`config.mk`:
```
export PLATFORM = sky130hd
export DESIGN_NAME = control_hazard_unit
export DESIGN_NICKNAME = d
export VERILOG_FILES = /design/src/rtl/control_hazard_unit.sv
export SDC_FILE = /design/constraint.sdc
export NUM_CORES = 1
export LEC_CHECK = 0
export ABC_AREA = 1
export CORE_MARGIN = 5
export CORE_UTILIZATION = 41
export CTS_CLUSTER_DIAMETER = 40
export DETAILED_ROUTE_END_ITERATION = 10
export HOLD_SLACK_MARGIN = 0.15
export PLACE_DENSITY_LB_ADDON = 0.25
export SYNTH_ARGS = -nofsm -noshare
export SYNTH_HDL_FRONTEND = slang
export SYNTH_SLANG_ARGS = --single-unit
```
`constraint.sdc`:
```
create_clock -name clk -period 1.7 [get_ports clk]
set_clock_uncertainty 0.15 [all_clocks]
set_input_delay 0.17 -clock clk [delete_from_list [all_inputs] [get_ports clk]]
set_output_delay 0.17 -clock clk [all_outputs]
set_load 0.03 [all_outputs]
```
`src/rtl/control_hazard_unit.sv`:
```
// Purpose : RV32I D->E control stage with optional M decode, load-use hazard detection
//           and a mul/div E-stage occupancy FSM; owns the E control register and F/D/E stalls.
// Latency : D->E control 1 cycle; ImmSrc_d combinational; M ops hold E for MUL/DIV_CYCLES.
// Backpr. : ext_stall freezes E and the FSM; stall_* are combinational hold requests to F/D/E.
// Ports   : clk/rst (sync, active-high); valid_d, op, funct3, funct7, rs1_d, rs2_d, rd_d from D;
//           flush_e squashes the next E load; *_e registered controls; md_busy = FSM not IDLE.
module control_hazard_unit #(
   parameter int ENABLE_M   = 1,
   parameter int MUL_CYCLES = 3,
   parameter int DIV_CYCLES = 8
) (
   input  logic       clk,
   input  logic       rst,
   input  logic       valid_d,
   input  logic [6:0] op,
   input  logic [2:0] funct3,
   input  logic [6:0] funct7,
   input  logic [4:0] rs1_d,
   input  logic [4:0] rs2_d,
   input  logic [4:0] rd_d,
   input  logic       flush_e,
   input  logic       ext_stall,
   output logic [2:0] ImmSrc_d,
   output logic       RegWrite_e,
   output logic       MemWrite_e,
   output logic       ALUSrc_e,
   output logic       valid_e,
   output logic       illegal_e,
   output logic [1:0] ResultSrc_e,
   output logic [1:0] Jump_e,
   output logic [2:0] Branch_e,
   output logic [4:0] rd_e,
   output logic [4:0] ALUControl_e,
   output logic       stall_f,
   output logic       stall_d,
   output logic       stall_e,
   output logic       md_busy
);

   localparam int MAX_CYC = (MUL_CYCLES > DIV_CYCLES) ? MUL_CYCLES : DIV_CYCLES;
   localparam int CW      = (MAX_CYC > 1) ? $clog2(MAX_CYC) : 1;
   localparam logic [CW-1:0] MUL_LOAD = CW'(MUL_CYCLES - 1);
   localparam logic [CW-1:0] DIV_LOAD = CW'(DIV_CYCLES - 1);

   localparam logic [6:0] OP_R    = 7'b0110011;
   localparam logic [6:0] OP_I    = 7'b0010011;
   localparam logic [6:0] OP_LD   = 7'b0000011;
   localparam logic [6:0] OP_S    = 7'b0100011;
   localparam logic [6:0] OP_B    = 7'b1100011;
   localparam logic [6:0] OP_JALR = 7'b1100111;
   localparam logic [6:0] OP_JAL  = 7'b1101111;
   localparam logic [6:0] OP_LUI  = 7'b0110111;

   // Immediate formats seen by the D-stage extender.
   localparam logic [2:0] IMM_I = 3'b000;
   localparam logic [2:0] IMM_S = 3'b001;
   localparam logic [2:0] IMM_B = 3'b010;
   localparam logic [2:0] IMM_J = 3'b011;
   localparam logic [2:0] IMM_U = 3'b100;

   typedef enum logic {IDLE, MD_BUSY} state_t;

   state_t        r_state, w_state_nxt;
   logic [CW-1:0] r_cnt, w_cnt_nxt;

   logic       w_reg_write, w_mem_write, w_alu_src, w_illegal;
   logic       w_is_md, w_use_rs1, w_use_rs2;
   logic [1:0] w_result_src, w_jump;
   logic [2:0] w_branch, w_imm_src;
   logic [4:0] w_alu_ctrl;
   logic       w_load_use, w_lu_stall, w_md_hold, w_advance, w_load_md;
   logic [CW-1:0] w_md_load;

   // funct3 -> base ALU code; alt selects sub/sra.
   function automatic logic [4:0] alu_base(input logic [2:0] f3, input logic alt);
      logic [4:0] r;
      case (f3)
         3'b000:  r = alt ? 5'b00001 : 5'b00000;
         3'b001:  r = 5'b00101;
         3'b010:  r = 5'b01000;
         3'b011:  r = 5'b01001;
         3'b100:  r = 5'b00100;
         3'b101:  r = alt ? 5'b00110 : 5'b00111;
         3'b110:  r = 5'b00011;
         default: r = 5'b00010;
      endcase
      return r;
   endfunction

   // ---------------- D-stage decode ----------------
   always_comb begin
      w_reg_write  = 1'b0;
      w_mem_write  = 1'b0;
      w_alu_src    = 1'b0;
      w_result_src = 2'b00;
      w_jump       = 2'b00;
      w_branch     = 3'b000;
      w_alu_ctrl   = 5'b00000;
      w_imm_src    = IMM_I;
      w_illegal    = 1'b0;
      w_is_md      = 1'b0;
      w_use_rs1    = 1'b1;
      w_use_rs2    = 1'b0;
      case (op)
         OP_R: begin
            w_reg_write = 1'b1;
            w_use_rs2   = 1'b1;
            if (funct7 == 7'b0000001) begin
               if (ENABLE_M != 0) begin
                  w_is_md    = 1'b1;
                  w_alu_ctrl = {2'b10, funct3};
               end else begin
                  w_illegal  = 1'b1;
               end
            end else begin
               w_alu_ctrl = alu_base(funct3, funct7[5]);
            end
         end
         OP_I: begin
            w_reg_write = 1'b1;
            w_alu_src   = 1'b1;
            // Only shifts use funct7[5]; addi never becomes sub.
            w_alu_ctrl  = alu_base(funct3, (funct3 == 3'b101) && funct7[5]);
         end
         OP_LD: begin
            w_reg_write  = 1'b1;
            w_alu_src    = 1'b1;
            w_result_src = 2'b01;
         end
         OP_JALR: begin
            w_reg_write  = 1'b1;
            w_alu_src    = 1'b1;
            w_result_src = 2'b10;
            w_jump       = 2'b10;
         end
         OP_S: begin
            w_mem_write = 1'b1;
            w_alu_src   = 1'b1;
            w_imm_src   = IMM_S;
            w_use_rs2   = 1'b1;
         end
         OP_B: begin
            w_imm_src  = IMM_B;
            w_alu_ctrl = 5'b00001;
            w_use_rs2  = 1'b1;
            case (funct3)
               3'b000:  w_branch = 3'b001;
               3'b001:  w_branch = 3'b010;
               3'b010,
               3'b011:  w_illegal = 1'b1;
               default: w_branch = funct3;
            endcase
         end
         OP_LUI: begin
            w_reg_write  = 1'b1;
            w_result_src = 2'b11;
            w_imm_src    = IMM_U;
            w_use_rs1    = 1'b0;
         end
         OP_JAL: begin
            w_reg_write  = 1'b1;
            w_result_src = 2'b10;
            w_jump       = 2'b01;
            w_imm_src    = IMM_J;
            w_use_rs1    = 1'b0;
         end
         default: begin
            w_illegal = 1'b1;
         end
      endcase
   end

   assign ImmSrc_d = w_imm_src;

   // ---------------- hazards ----------------
   assign w_load_use = valid_e && (ResultSrc_e == 2'b01) && (rd_e != 5'd0) &&
                       ((w_use_rs1 && (rs1_d == rd_e)) || (w_use_rs2 && (rs2_d == rd_e)));
   // A flushed D slot is discarded anyway, so the load-use stall is not needed.
   assign w_lu_stall = w_load_use && !flush_e;
   assign w_md_hold  = (r_state == MD_BUSY) && (r_cnt != '0);
   assign w_advance  = !ext_stall && !w_md_hold;
   assign w_load_md  = valid_d && w_is_md && !w_illegal && !flush_e && !w_load_use;
   assign w_md_load  = funct3[2] ? DIV_LOAD : MUL_LOAD;

   assign stall_e = !rst && w_md_hold;
   assign stall_f = !rst && (w_md_hold || w_lu_stall);
   assign stall_d = stall_f;
   assign md_busy = (r_state == MD_BUSY);

   // ---------------- mul/div occupancy FSM ----------------
   // BUSY lasts N-1 cycles (all stalled); the last E cycle of the op is spent in IDLE.
   always_comb begin
      w_state_nxt = r_state;
      w_cnt_nxt   = r_cnt;
      if (ext_stall) begin
         w_state_nxt = r_state;
         w_cnt_nxt   = r_cnt;
      end else if (w_md_hold) begin
         w_cnt_nxt = r_cnt - CW'(1);
         if (r_cnt == CW'(1)) begin
            w_state_nxt = IDLE;
         end
      end else begin
         w_state_nxt = IDLE;
         w_cnt_nxt   = '0;
         if (w_load_md && (w_md_load != '0)) begin
            w_state_nxt = MD_BUSY;
            w_cnt_nxt   = w_md_load;
         end
      end
   end

   always_ff @(posedge clk) begin
      if (rst) begin
         r_state <= IDLE;
         r_cnt   <= '0;
      end else begin
         r_state <= w_state_nxt;
         r_cnt   <= w_cnt_nxt;
      end
   end

   // ---------------- E-stage control register ----------------
   always_ff @(posedge clk) begin
      if (rst) begin
         RegWrite_e   <= 1'b0;
         MemWrite_e   <= 1'b0;
         ALUSrc_e     <= 1'b0;
         valid_e      <= 1'b0;
         illegal_e    <= 1'b0;
         ResultSrc_e  <= 2'b00;
         Jump_e       <= 2'b00;
         Branch_e     <= 3'b000;
         rd_e         <= 5'd0;
         ALUControl_e <= 5'd0;
      end else if (w_advance) begin
         if (flush_e || w_load_use || !valid_d || w_illegal) begin
            RegWrite_e   <= 1'b0;
            MemWrite_e   <= 1'b0;
            ALUSrc_e     <= 1'b0;
            valid_e      <= 1'b0;
            // Only a real, unsquashed instruction can report illegal.
            illegal_e    <= valid_d && w_illegal && !flush_e && !w_load_use;
            ResultSrc_e  <= 2'b00;
            Jump_e       <= 2'b00;
            Branch_e     <= 3'b000;
            rd_e         <= 5'd0;
            ALUControl_e <= 5'd0;
         end else begin
            RegWrite_e   <= w_reg_write;
            MemWrite_e   <= w_mem_write;
            ALUSrc_e     <= w_alu_src;
            valid_e      <= 1'b1;
            illegal_e    <= 1'b0;
            ResultSrc_e  <= w_result_src;
            Jump_e       <= w_jump;
            Branch_e     <= w_branch;
            rd_e         <= rd_d;
            ALUControl_e <= w_alu_ctrl;
         end
      end
   end

endmodule
```
==> results.tsv, run 1 <==
stage	metric	value	unit
run_status	outcome	finished, violations left	
run_status	violations	setup timing	
floorplanning	rows	24	
clock_tree	root_buffer	clkbuf_8	
critical_path	endpoint_kind	output port	
layout	fin_util	74.3	%
critical_path	startpoint_type	register	
detailed_routing	dr_total_vias	2225	
power_and_ir_drop	comb_power_share	22.6	%
timing	min_period	1.95	ns
timing	relSlewSlack	72.8	%
critical_path	worstSetupPathType	reg2out	
timing	fin_ws	-0.251	ns
detailed_routing	drtAntennaViolNets	0	
floorplanning	start_util	42.1	%
logic_synthesis	ys_warn_count	0	
power_and_ir_drop	clock_power_share	33.0	%
detailed_routing	dr.pass1.iters	4	
clock_tree	htreeDepth	1	
power_and_ir_drop	pwr-share-seq	44.4	%
grt	grt_overflow	0	
logic_synthesis	syn-instance-count	307	
power_and_ir_drop	ir_drop	0.290	mV
min_path	worstHoldPathType	reg2reg	
detailed_routing	routed_via_density	4.69	
timing	fmax	513	MHz
clock_tree	tritoncts	done	
floorplanning	ios	66	
layout	area_growth	76.3	%
detailed_routing	routed_wirelength	5690	µm
place	finalWeightedCongestion	0.882	
grt	grt_max_degree	20	
floorplanning	design.die.area	5910	µm²
detailed_routing	drc	0	
logic_synthesis	synth-seq-cells	26	
place	place_ws	-0.435	ns
layout	nFillCells	348	
layout	drive_above_1_share	32.2	%
critical_path	arrival	1.63	ns
layout	diodes	0	
timing	rsz0062_at_grt	yes	
place	dp_hpwl	4030	µm
detailed_routing	first_iter_violations	88	
timing	setup_viol	28	
clock_tree	clk_latency	0.27	ns
logic_synthesis	syn_avg_cell_area	5.97	µm²
job	maxCapViolCount	0	
floorplanning	core_area	4350	µm²
power_and_ir_drop	switching_share	26.2	%
grt	first_global_vias	2095	
logic_synthesis	yosys.cell_types.count	29	
detailed_routing	post_drt_wl_per_cell	12.0	µm
timing	tightest_slew	0.405	ns
grt	grt.total_usage	18.8	%
critical_path	cp.required	1.38	ns
clock_tree	clock-sinks	26	
timing	tns	-3.02	ns
timing	drv_slew	0	
timing	fin_hold_ws	0.344	ns
place	port-buffer-count	65	
power_and_ir_drop	p_leak	1.42	nW
clock_tree	clk_pin_slew	0.10	ns
logic_synthesis	syn_area	1830	µm²
clock_tree	numCtsBuffers	3	
floorplanning	die_w	76.9	µm
timing	hold_viol	0	
power_and_ir_drop	switchingPower	0.364	mW
logic_synthesis	ys_seq_area_share	28.4	%
layout	nNetsFinal	463	
logic_synthesis	syn_nets	347	
clock_tree	cts-hold-fix-buffers	0	
power_and_ir_drop	p_int	1.03	mW
floorplanning	dieHeight	76.9	µm
timing	period_share	115	%
clock_tree	clockBufferDepth	2	
critical_path	path_max_fanout	4	
power_and_ir_drop	power.density	430	nW/µm²
grt	antenna_found_initial	0	
grt	grt_pass1_wl	9340	µm
layout by cell type (no fill, tap or decap), types with 2 or more instances in the layout:
cell type	instances
nand2_1	41
nand3_2	3
nand2_2	7
nor2_1	79
clkbuf_8	3
nand3_1	5
dfxtp_1	19
buf_4	43
dlygate4sd2_1	8
buf_16	2
o21ai_0	9
inv_2	10
nand2_4	3
buf_6	12
dfxtp_2	3
dfxtp_4	4
clkdlybuf4s50_1	50
nor3_1	3
nor2_2	21
buf_12	2
inv_1	48
xnor2_1	4
a21oi_1	5
nand3_4	2
nor2_4	11
nand4_1	5
or2_2	2
ha_1	3
a21oi_2	3
sequential cells by signal, indices dropped and copies added (netlist names):
signal / flops
ALUControl_e: 5
ALUSrc_e: 1
Branch_e: 3
Jump_e: 2
MemWrite_e: 1
RegWrite_e: 1
ResultSrc_e: 2
illegal_e: 1
md_busy: 1
r_cnt: 3
rd_e: 5
valid_e: 1
cell usage after synthesis (all sizes together):
cell    number  share of area, %
nand2       51                11
ha           3               2.0
or2          2              0.68
a31oi        1              0.34
xnor2        4               1.9
buf          4               1.9
nand3b       1              0.41
o31ai        1              0.41
clkbuf       3              0.61
xor2         1              0.48
o22ai        1              0.34
nor3b        1              0.41
o21ai       10               2.7
dfxtp       26                28
nand3       10               3.0
nor2       111                27
inv         58                12
nand4        6               2.9
a21oi        9               2.5
nor3         4               1.1
worst paths after layout:
check             from               to  slack [ns]  depth (start not counted)
max            rd_e[4]          stall_f       -0.25                          9
min          illegal_e        illegal_e        0.34                          2
max reg2reg    rd_e[2]  ALUControl_e[0]       -0.16                         12
min reg2reg  illegal_e        illegal_e        0.34                          2
power groups by stage:
stage | clock network, mW | logic, mW | registers, mW
6_report | 0.459 | 0.314 | 0.617
3_3_place_gp | 0 | 0.278 | 0.633
5_1_grt | 0.479 | 0.344 | 0.618
2_1_floorplan | 0 | 0.116 | 0.641
3_5_place_dp | 0 | 0.283 | 0.634
4_1_cts | 0.459 | 0.302 | 0.618
kinds of logic after synthesis:
kind of cell | after synthesis | synth area share [%]
simple gates | 186 | 46.5
buf+inv | 65 | 14.4
flops | 26 | 28.4
compound gates | 22 | 6.28
xor+xnor | 5 | 2.39
fa+ha+maj | 3 | 2.05
per-stage QoR:
step           power [mW]  instances  cell area (µm²)
2_1_floorplan       0.757        307             1870
3_3_place_gp        0.912        455             2820
3_5_place_dp        0.916        455             2820
4_1_cts              1.38        470             3110
5_1_grt              1.44        474             3230
6_report             1.39        474             3230
worst max-delay path, cell delays in order (launching register included):
cell and delay [ns]:
dfxtp_4 0.38, inv_2 0.04, buf_4 0.12, buf_4 0.13, nand3_1 0.07, nand4_1 0.11, inv_2 0.12, nand3_4 0.09
a21oi_4 0.15, buf_6 0.15
cell type report:
type                            count  area [µm²]  area share, %
Tap cell                           52        65.1           2.01
Inverter                           58         218           6.73
Timing Repair Buffer              118        1140           35.1
Multi-Input combinational cell    216        1210           37.4
Sequential cell                    26         539           16.7
Clock buffer                        4        66.3           2.05
what timing repair did:
action	in CTS	in global routing
buffers inserted	9	5
endpoints found under the setup margin	31	31
resized for setup	44	27
pin swaps	12	14
gates cloned	2	0
per-layer routing:
layer / vias up / part of all wire [%] / GRT usage, %
met5: - / 0 / 0
met4: 0 / 1.5 / 4.37
met3: 8 / 4.8 / 3.04
li1: 1151 / - / -
met2: 49 / 53 / 34.6
met1: 1017 / 41 / 22.4
Power figures use the tool's default switching activity.
==> run 2, diff against run 1 <==
--- a/config.mk
+++ b/config.mk
@@ -11,7 +11,8 @@
 export CTS_CLUSTER_DIAMETER = 40
 export DETAILED_ROUTE_END_ITERATION = 10
 export HOLD_SLACK_MARGIN = 0.15
-export PLACE_DENSITY_LB_ADDON = 0.25
+export PLACE_DENSITY = 0.73
+export SLEW_MARGIN = 20
 export SYNTH_ARGS = -nofsm -noshare
 export SYNTH_HDL_FRONTEND = slang
 export SYNTH_SLANG_ARGS = --single-unit
==> results.tsv, run 2 (synthesized netlist as in run 1, its figures left out) <==
stage	metric	value	unit	change
run_status	outcome	finished, violations left		
run_status	violations	setup timing		
floorplanning	start_util	42.1	%	unchanged
timing	drv_slew	0		unchanged
critical_path	crit_top_cell	nand2_1		
critical_path	critPathTopFamily	buffers and inverters		
power_and_ir_drop	ir_drop	0.337	mV	+16%
clock_tree	clock-sinks	26		unchanged
grt	grt_overflow	0		unchanged
min_path	hold_depth	2		unchanged
critical_path	startpoint_type	input port		
critical_path	crit_start	rs1_d[4]		
clock_tree	cts-hold-fix-buffers	0		unchanged
detailed_routing	routed_wirelength	5230	µm	-8.2%
layout	multiInputGateArea	1120	µm²	-7.3%
grt	grt_max_degree	22		+10%
clock_tree	root_buffer	clkbuf_8		
place	port-buffer-count	65		unchanged
timing	fmax	509	MHz	-0.71%
floorplanning	ios	66		unchanged
place	dp_cells	450		-1.1%
critical_path	r2r_cells	15		+3
critical_path	arrival	1.64	ns	about the same
layout	diodes	0		unchanged
timing	fin_hold_ws	0.324	ns	-0.0206 ns
layout	top_regs	ALUControl_e (5), rd_e (5)		
timing	period_share	116	%	+0.82 points
critical_path	critical_path.max_stage_delay	0.49	ns	+0.11 ns
place	dp_hpwl	3940	µm	-2.2%
floorplanning	rows	24		unchanged
timing	setup_viol	23		-18%
clock_tree	htreeDepth	1		unchanged
detailed_routing	post_drt_wl_per_cell	11.2	µm	-6.4%
clock_tree	tritoncts	done		
min_path	worstHoldPathType	reg2reg		
layout	stdcell_count	465		-1.9%
grt	grt_pass1_wl	8750	µm	-6.3%
clock_tree	numCtsBuffers	3		unchanged
grt	first_global_vias	1960		-6.4%
detailed_routing	routed_via_density	4.56		-2.9%
critical_path	worstPathCellList	clkdlybuf4s50_1, inv_1, nand2_1, nand2_1, nor2_1, nand2_1, nor2_2, nand2_2, nand2_2, nand3_2, a21oi_4, buf_6		
detailed_routing	first_iter_violations	87		-1.1%
power_and_ir_drop	p_leak	1.36	nW	-4.2%
clock_tree	clk_pin_slew	0.09	ns	about the same
timing	min_period	1.96	ns	+0.0140 ns
grt	antenna_found_initial	0		unchanged
critical_path	cp.depth	12		+3
layout	nFillCells	395		+14%
critical_path	path_max_fanout	2		-2
layout	final_common_cell	nor2_1		
layout	drive_above_1_share	28.3	%	-3.9 points
timing	tightest_slew	0.357	ns	-0.0483 ns
timing	rsz0062_at_grt	yes		
timing	fin_ws	-0.265	ns	-0.0140 ns
floorplanning	design.die.area	5910	µm²	unchanged
min_path	hold_start	illegal_e		
layout	regArea	534	µm²	-0.93%
clock_tree	clockBufferDepth	2		unchanged
timing	relSlewSlack	76.2	%	+3.4 points
floorplanning	core_area	4350	µm²	unchanged
timing	hold_viol	0		unchanged
layout	nNetsFinal	454		-1.9%
critical_path	crit_buf_inv	3		-2
critical_path	rr_startpoint	rd_e[2]		
layout	layout_common_cells	nor2_1, inv_1, clkdlybuf4s50_1		
grt	grt.total_usage	17.4	%	-1.4 points
floorplanning	dieHeight	76.9	µm	unchanged
power_and_ir_drop	power.density	423	nW/µm²	-1.6%
detailed_routing	dr_total_vias	2119		-4.8%
detailed_routing	drc	0		unchanged
clock_tree	clk_latency	0.27	ns	about the same
layout	area_growth	64.0	%	
detailed_routing	drtAntennaViolNets	0		unchanged
place	finalWeightedCongestion	0.870		-1.4%
floorplanning	die_w	76.9	µm	unchanged
critical_path	cp.required	1.38	ns	about the same
job	maxCapViolCount	0		unchanged
critical_path	endpoint_kind	output port		
detailed_routing	dr.pass1.iters	4		unchanged
critical_path	worstSetupPathType	in2out		
critical_path	cpMaxStageDelayCell	clkdlybuf4s50_1		
-- run 2: cell types whose count changed in the layout (fill, tap and decap cells not counted), moves of 3 or more --
| cell | change |
|---|---|
| a21oi_1 | +3 |
| a21oi_2 | -3 |
| buf_4 | -3 |
| buf_6 | -4 |
| nor2_1 | +4 |
| nor2_2 | +3 |
| nor2_4 | -7 |
-- run 2: layout make-up --
cell class / instances / area share [%]
Clock inverter: 1 / 0.125
Inverter: 58 / 7.24
Sequential cell: 26 / 17.8
Tap cell: 52 / 2.16
Multi-Input combinational cell: 216 / 37.3
Clock buffer: 3 / 1.37
Timing Repair Buffer: 109 / 34.1
-- run 2: what timing repair did --
action | in CTS | in global routing
buffers inserted | 7 | 4
gates resized for setup | 23 | 17
cloned | 0 | 1
pin swaps | 11 | 12
setup endpoints to repair | 32 | 33
-- run 2: worst paths after layout --
path | end | slack (ns)
min | illegal_e | 0.32
max | stall_f | -0.26
min reg2reg | illegal_e | 0.32
max reg2reg | Branch_e[1] | -0.13
-- run 2: metal layers --
layer	part of all wire (%)	wire, µm	track usage [%]
met5	0	0	0
met4	1.5	77	4.37
met3	5.8	304	2.81
met2	48	2500	29.6
met1	45	2340	22.6
-- run 2: power breakdown --
part | switching [mW] | total, mW | internal [mW] | leakage, nW
Combinational | 0.144 | 0.300 | 0.156 | 1.12
Sequential | 0.00564 | 0.620 | 0.614 | 0.214
Clock | 0.190 | 0.352 | 0.162 | 0.0231
Total | 0.340 | 1.27 | 0.932 | 1.36
-- run 2: worst min-delay path: cells and delay by family (launching register included) --
kind / cells / cell delay, ns
DFF: 1 / 0.32
and+or+nand+nor: 1 / 0.06
AOI/OAI and AO/OA: 1 / 0.05
-- run 2: stage by stage --
step	utilization [%]	instance area (µm²)	power (mW)	setup TNS (ns)	setup slack (ns)
final	69.1	3010	1.27	-2.59	-0.265
after CTS	66.8	2910	1.27	-2.96	-0.209
after detailed placement	63.8	2780	0.910	-13.99	-0.536
after global routing	69.1	3010	1.34	-7.03	-0.421
after floorplan	-	1870	0.757	-0.0956	-0.0956
after global placement	63.8	2780	0.907	-14.36	-0.548
